[config.mk]
export PLATFORM = sky130hd
export DESIGN_NAME = seven_segment_scanner
export DESIGN_NICKNAME = d
export VERILOG_FILES = /design/src/rtl/seg_pkg.sv /design/src/rtl/seven_segment_scanner_hex_to_seg.sv /design/src/rtl/seven_segment_scanner.sv
export SDC_FILE = /design/constraint.sdc
export NUM_CORES = 1
export LEC_CHECK = 0
export CAP_MARGIN = 10
export CORE_MARGIN = 2
export CORE_UTILIZATION = 63
export DETAILED_ROUTE_END_ITERATION = 7
export MAX_ROUTING_LAYER = met4
export PLACE_DENSITY = 0.93
export SYNTH_ARGS = -nofsm -noshare
export SYNTH_HDL_FRONTEND = slang
export SYNTH_SLANG_ARGS = --single-unit
[constraint.sdc]
create_clock -name clk_in -period 7.3 [get_ports clk_in]
set_input_delay 1.46 -clock clk_in [delete_from_list [all_inputs] [get_ports clk_in]]
set_output_delay 1.46 -clock clk_in [all_outputs]
set_load 0.005 [all_outputs]
[src/rtl/seg_pkg.sv]
// Shared definitions for the seven-segment scanner.
//   GLYPH      : 16-entry active-high glyph table, bit order {g,f,e,d,c,b,a}
//   SEG_OFF    : active-low cathode pattern with every segment dark
//   disp_cfg_t : one captured display configuration. It is sized for the
//                largest supported digit count and brightness width; callers
//                use the low NUM_DIGITS / DUTY_BITS slices.
package seg_pkg;

  localparam int MAX_DIGITS    = 16;
  localparam int MAX_DUTY_BITS = 8;

  localparam logic [6:0] SEG_OFF = 7'h7F;

  // Entry 0 is in the least significant position.
  localparam logic [15:0][6:0] GLYPH = {
    7'h71, 7'h79, 7'h5E, 7'h39,   // F E d C
    7'h7C, 7'h77, 7'h6F, 7'h7F,   // b A 9 8
    7'h07, 7'h7D, 7'h6D, 7'h66,   // 7 6 5 4
    7'h4F, 7'h5B, 7'h06, 7'h3F    // 3 2 1 0
  };

  typedef struct packed {
    logic [4*MAX_DIGITS-1:0]  vals;
    logic [MAX_DIGITS-1:0]    dp;
    logic [MAX_DIGITS-1:0]    en;
    logic                     blank_lz;
    logic [MAX_DUTY_BITS-1:0] brightness;
  } disp_cfg_t;

endpackage

[src/rtl/seven_segment_scanner_hex_to_seg.sv]
// Combinational hex nibble to active-high segment glyph.
//   nibble : 4-bit hex value
//   seg    : segments {g,f,e,d,c,b,a}, 1 = segment on
module hex_to_seg
  import seg_pkg::*;
(
  input  logic [3:0] nibble,
  output logic [6:0] seg
);

  assign seg = GLYPH[nibble];

endmodule

[src/rtl/seven_segment_scanner.sv]
// Multiplexed seven-segment display driver with per-digit decimal points and
// enables, leading-zero blanking, PWM brightness and frame-synchronous updates.
//   clk_in, rst_in : clock, asynchronous active-high reset
//   val_in         : NUM_DIGITS hex nibbles, digit i at [4i+3:4i]
//   dp_in          : decimal point request per digit (1 = lit)
//   digit_en_in    : per-digit enable (0 = dark)
//   blank_lz_in    : blank leading zero digits
//   brightness_in  : PWM duty, 0 = off, all-ones = full on
//   load_in        : capture strobe for all of the above
//   frame_out      : one-cycle pulse after each frame boundary
//   cat_out/dp_out : active-low segment and decimal point cathodes
//   an_out         : active-low anodes, at most one low
module seven_segment_scanner
  import seg_pkg::*;
#(
  parameter int NUM_DIGITS = 8,
  parameter int COUNT_TO   = 100_000,
  parameter int DUTY_BITS  = 4
) (
  input  logic                    clk_in,
  input  logic                    rst_in,
  input  logic [4*NUM_DIGITS-1:0] val_in,
  input  logic [NUM_DIGITS-1:0]   dp_in,
  input  logic [NUM_DIGITS-1:0]   digit_en_in,
  input  logic                    blank_lz_in,
  input  logic [DUTY_BITS-1:0]    brightness_in,
  input  logic                    load_in,
  output logic                    frame_out,
  output logic [6:0]              cat_out,
  output logic                    dp_out,
  output logic [NUM_DIGITS-1:0]   an_out
);

  localparam int STEP = COUNT_TO >> DUTY_BITS;
  localparam int SW   = (COUNT_TO > 1) ? $clog2(COUNT_TO) : 1;
  localparam int IW   = $clog2(NUM_DIGITS);
  localparam int PW   = DUTY_BITS + 32;

  logic [SW-1:0] slot;
  logic [IW-1:0] idx;
  logic          slot_end, idx_end, boundary;

  assign slot_end = (slot == SW'(COUNT_TO - 1));
  assign idx_end  = (idx == IW'(NUM_DIGITS - 1));
  assign boundary = slot_end && idx_end;

  always_ff @(posedge clk_in or posedge rst_in) begin
    if (rst_in) begin
      slot <= '0;
      idx  <= '0;
    end else if (slot_end) begin
      slot <= '0;
      idx  <= idx_end ? '0 : idx + IW'(1);
    end else begin
      slot <= slot + SW'(1);
    end
  end

  // Shadow registers: pending collects loads, active drives the display and
  // only changes at a frame boundary so a frame is never torn.
  disp_cfg_t cfg_in, pending, active;
  logic      pend_flag;

  always_comb begin
    cfg_in = '0;
    cfg_in.vals[4*NUM_DIGITS-1:0]     = val_in;
    cfg_in.dp[NUM_DIGITS-1:0]         = dp_in;
    cfg_in.en[NUM_DIGITS-1:0]         = digit_en_in;
    cfg_in.blank_lz                   = blank_lz_in;
    cfg_in.brightness[DUTY_BITS-1:0]  = brightness_in;
  end

  always_ff @(posedge clk_in or posedge rst_in) begin
    if (rst_in) begin
      pending   <= '0;
      active    <= '0;
      pend_flag <= 1'b0;
    end else if (load_in && boundary) begin
      // A load landing on the boundary takes effect for the next frame.
      active    <= cfg_in;
      pend_flag <= 1'b0;
    end else begin
      if (load_in) begin
        pending   <= cfg_in;
        pend_flag <= 1'b1;
      end else if (boundary && pend_flag) begin
        active    <= pending;
        pend_flag <= 1'b0;
      end
    end
  end

  // Fields above the configured digit count / duty width are never displayed.
  logic cfg_unused;
  assign cfg_unused = ^active;

  // Leading-zero run from the top digit down; digit 0 always shows.
  logic [NUM_DIGITS-1:0] blanked;
  logic                  lz_run;

  always_comb begin
    lz_run  = active.blank_lz;
    blanked = '0;
    for (int i = NUM_DIGITS - 1; i > 0; i--) begin
      lz_run     = lz_run && (active.vals[4*i +: 4] == 4'h0);
      blanked[i] = lz_run;
    end
  end

  logic [3:0] nibble;
  logic       dp_sel, en_sel, blank_sel;

  always_comb begin
    nibble    = '0;
    dp_sel    = 1'b0;
    en_sel    = 1'b0;
    blank_sel = 1'b0;
    for (int i = 0; i < NUM_DIGITS; i++) begin
      if (idx == IW'(i)) begin
        nibble    = active.vals[4*i +: 4];
        dp_sel    = active.dp[i];
        en_sel    = active.en[i];
        blank_sel = blanked[i];
      end
    end
  end

  logic [6:0] glyph;

  hex_to_seg u_hex_to_seg (
    .nibble (nibble),
    .seg    (glyph)
  );

  // PWM: on for the first brightness*STEP cycles of each slot; all-ones is
  // forced fully on since STEP*max may fall short of COUNT_TO.
  logic [DUTY_BITS-1:0] bright;
  logic [PW-1:0]        pwm_thr;
  logic                 pwm_on, lit;

  assign bright  = active.brightness[DUTY_BITS-1:0];
  assign pwm_thr = {32'd0, bright} * PW'(STEP);
  assign pwm_on  = (&bright) || (PW'(slot) < pwm_thr);
  assign lit     = en_sel && !blank_sel && pwm_on;

  logic [NUM_DIGITS-1:0] an_d;

  always_comb begin
    an_d = '1;
    for (int i = 0; i < NUM_DIGITS; i++)
      if (lit && idx == IW'(i)) an_d[i] = 1'b0;
  end

  always_ff @(posedge clk_in or posedge rst_in) begin
    if (rst_in) begin
      frame_out <= 1'b0;
      an_out    <= '1;
      cat_out   <= SEG_OFF;
      dp_out    <= 1'b1;
    end else begin
      frame_out <= boundary;
      an_out    <= an_d;
      cat_out   <= lit ? ~glyph : SEG_OFF;
      dp_out    <= lit ? ~dp_sel : 1'b1;
    end
  end

endmodule
==> impl_metrics.yaml <==
min_path:
  whs_path_depth: 2
  hold_class: "reg2reg"
  min_to: "active[44]"
  min-delay-start: "active[44]"
route:
  wl_mm: 19.1
  first_pass_iters: 7
  viasPerCell: 6.32
  drt_iter0_drc: 671
  drc_errors: 0
  wl_per_cell_um: 18.8
  ant_nets: 0
  dr_total_vias: 6437
synthesis:
  yosysSeqAreaShare_pct: 44.7
  yosys.area_share.simple_pct: 15.9
  synth.most_common_cell: "dfrtp_1"
  ys.flop_type: "dfrtp_1"
  ys_seq_elements: 144
  async_reset_ff_share_pct: 100
  synth.avg_cell_area_um2: 10.3
  synth-adder-area-share_pct: 7.10
  synth_cells: 787
  synth_fp_nets: 889
  synth_top_family_by_area: "simple AND/OR/NAND/NOR gates"
  ys_warn_count: 0
  synthDistinctLibCells: 66
  synth_common_cells: "dfrtp_1, nand2_1, o21ai_0"
  muxShareOfSynthArea_pct: 9.79
  synth-xor-area-share_pct: 2.92
  synth-compound-area-share_pct: 15.7
  synth-edff-count: 0
  synth_top_area_cell: "dfrtp_1"
  ys_top_cells_by_area: "dfrtp_1, mux2_4, ha_1"
  synth_top_cell_area_share_pct: 39.5
  syn_area_um2: 8110
grt:
  antenna_found_initial: 0
  grt_max_degree: 102
  grt_pass1_vias: 6378
  overflow: 0
  grt_pass1_wl_mm: 32.0
  groute.usage.overall_pct: 29.5
power_and_ir_drop:
  power_density_nw_per_um2: 217
  p_leak_nw: 4.30
  irDropWorstVdd_uv: 186
layout:
  finalNonFillerCells: 1018
  final_nets: 936
  syn_to_final_growth_pct: 16.3
  drive_above_1_share_pct: 14.2
  final.fill_count: 836
  antenna_cells: 0
cts:
  hold_buffers: 0
  h-tree-depth: 4
  cts_tree: "done"
  ctsResizeCount: 0
  cts_sinks: 144
  cts_buffers: 17
  clk_path_buf_depth: 2
  root_buffer: "clkbuf_16"
  post_cts_buffers: 0
  clkTransAtPathRegs_ns: 0.06
  clk_latency_ns: 0.42
setup_path:
  r2r_start: "active[1]"
  worstSetupPathType: "reg2reg"
  ff2ff_path_depth: 18
  r2r_end: "cat_out[5]"
  startpoint_type: "flop"
  worst-r2r-setup-slack_ns: 2.45
  crit_fanout: 15
  critPathArrivalTime_ns: 5.12
  end_kind: "flop"
  cp_data_required_time_ns: 7.57
timing:
  fin_worst_skew_ns: 0.00886
  finalSetupTns_ns: 0
  finalSetupViolCount: 0
  maxSlewViolCount: 0
  fin_crit_ns: 4.85
  rsz0062_at_grt: "false"
  fmax_mhz: 206
  tightest_slew_ns: 1.08
  finalHoldViolCount: 0
  slew_headroom_pct: 27.4
  finalCritPeriodShare_pct: 66.4
floorplanning:
  boundaryPins: 73
  die_w_um: 117
  start_util_pct: 64.3
  fp.dieArea_um2: 13800
  fp-row-count: 41
  fp.dieH_um: 117
  fp.coreArea_um2: 12600
placed_design:
  dp_hpwl_mm: 12.4
  placed_cells_incl_taps: 987
  portBuffers: 72
  gp_congestion: 0.895
job:
  cap_violations: 0
outcome:
  outcome: "completed"
-- state kept, by name, summed over array words and instances, names as in the netlist --
signal,cells
pending,53
cat_out,7
frame_out,1
pend_flag,1
slot,17
dp_out,1
an_out,8
idx,3
active,53
-- stage by stage --
| stage | area [um^2] | power [mW] | hold slack (ns) | worst slack, ns | util, % |
|---|---|---|---|---|---|
| final | 9440 | 2.04 | 0.489 | 2.45 | 74.8 |
| after global routing | 9440 | 2.12 | 0.514 | 2.10 | 74.8 |
| after CTS | 9440 | 2.04 | 0.489 | 2.52 | 74.8 |
| after detailed placement | 8870 | 1.21 | 0.476 | 2.59 | 70.3 |
| after global placement | 8870 | 1.19 | 0.463 | 2.76 | 70.3 |
| after floorplan | 8110 | 1.10 | 0.445 | 2.00 | - |
-- layout make-up --
class / instances / area, um^2 / area share (%)
repair buffers: 77 / 753 / 7.98
inverters: 21 / 83.8 / 0.888
clock inverters: 9 / 83.8 / 0.888
flip-flops and latches: 144 / 3620 / 38.4
clock buffers: 22 / 484 / 5.13
well taps: 172 / 215 / 2.28
multi-input cells: 573 / 4190 / 44.4
-- cell families after synthesis --
logic type / count (synthesis)
compound gates: 218
fa+ha+maj: 46
flops: 144
xor+xnor: 27
simple gates: 228
buf+inv: 70
mux: 54
-- placed cells by master, fill, tap and decap left out, types with 3 or more instances in the layout --
cell,n
and3_1,7
nor2b_1,12
o22ai_1,4
and3b_1,44
inv_1,20
a21o_1,6
clkdlybuf4s50_1,71
or4_1,3
clkinv_2,4
o211ai_1,5
ha_1,46
nand2b_1,5
buf_4,5
xnor2_1,15
clkinv_4,3
nand2_1,76
nor2_1,23
o311ai_0,3
mux2_4,50
dfstp_2,16
a22oi_1,11
clkbuf_8,4
a21oi_1,73
dfrtp_1,128
nand3b_1,6
or2_2,4
nand4_1,6
and2_1,3
xor2_1,12
nor4_1,6
nand3_1,21
clkbuf_16,17
a31oi_1,12
mux2_2,3
o21ai_0,76
-- per-layer routing --
layer | vias up | track usage, % | share of wire (%)
met5 | - | - | 0
met4 | 0 | 10.2 | 2.9
met3 | 56 | 5.67 | 5.7
met2 | 250 | 46.9 | 49
met1 | 3196 | 38.3 | 42
li1 | 2935 | - | -
-- critical path: stages, from the launching register on --
cell and delay, ns:
dfrtp_1 0.45, ha_1 0.26, xor2_1 0.15, ha_1 0.19, a21o_1 0.15, ha_1 0.31, a21o_1 0.19, a21oi_1 0.27
o21ai_0 0.17, a41oi_1 0.30, o21bai_1 0.11, xnor2_1 0.13, ha_1 0.32, a21oi_1 0.14, o21ai_0 0.10, a22oi_1 0.16
o41ai_1 0.16, a311oi_2 0.81, o311ai_0 0.32
-- worst max-delay path by stage --
stage                         start          to  slack (ns)  depth (start not counted)
after floorplan              rst_in   active[0]        2.00                          1
after global placement    active[1]  cat_out[5]        2.76                         18
after detailed placement  active[1]  cat_out[5]        2.59                         18
after CTS                 active[1]  cat_out[5]        2.52                         18
after global routing      active[1]  cat_out[5]        2.10                         18
final                     active[1]  cat_out[5]        2.45                         18
-- power breakdown --
| group | internal [mW] | leakage [nW] | switching (mW) | total (mW) |
|---|---|---|---|---|
| Combinational | 0.164 | 2.27 | 0.150 | 0.315 |
| Clock | 0.502 | 0.282 | 0.338 | 0.840 |
| Sequential | 0.854 | 1.74 | 0.0355 | 0.889 |
| Total | 1.52 | 4.30 | 0.524 | 2.04 |
Note: power is estimated with default switching activity, not from simulation.
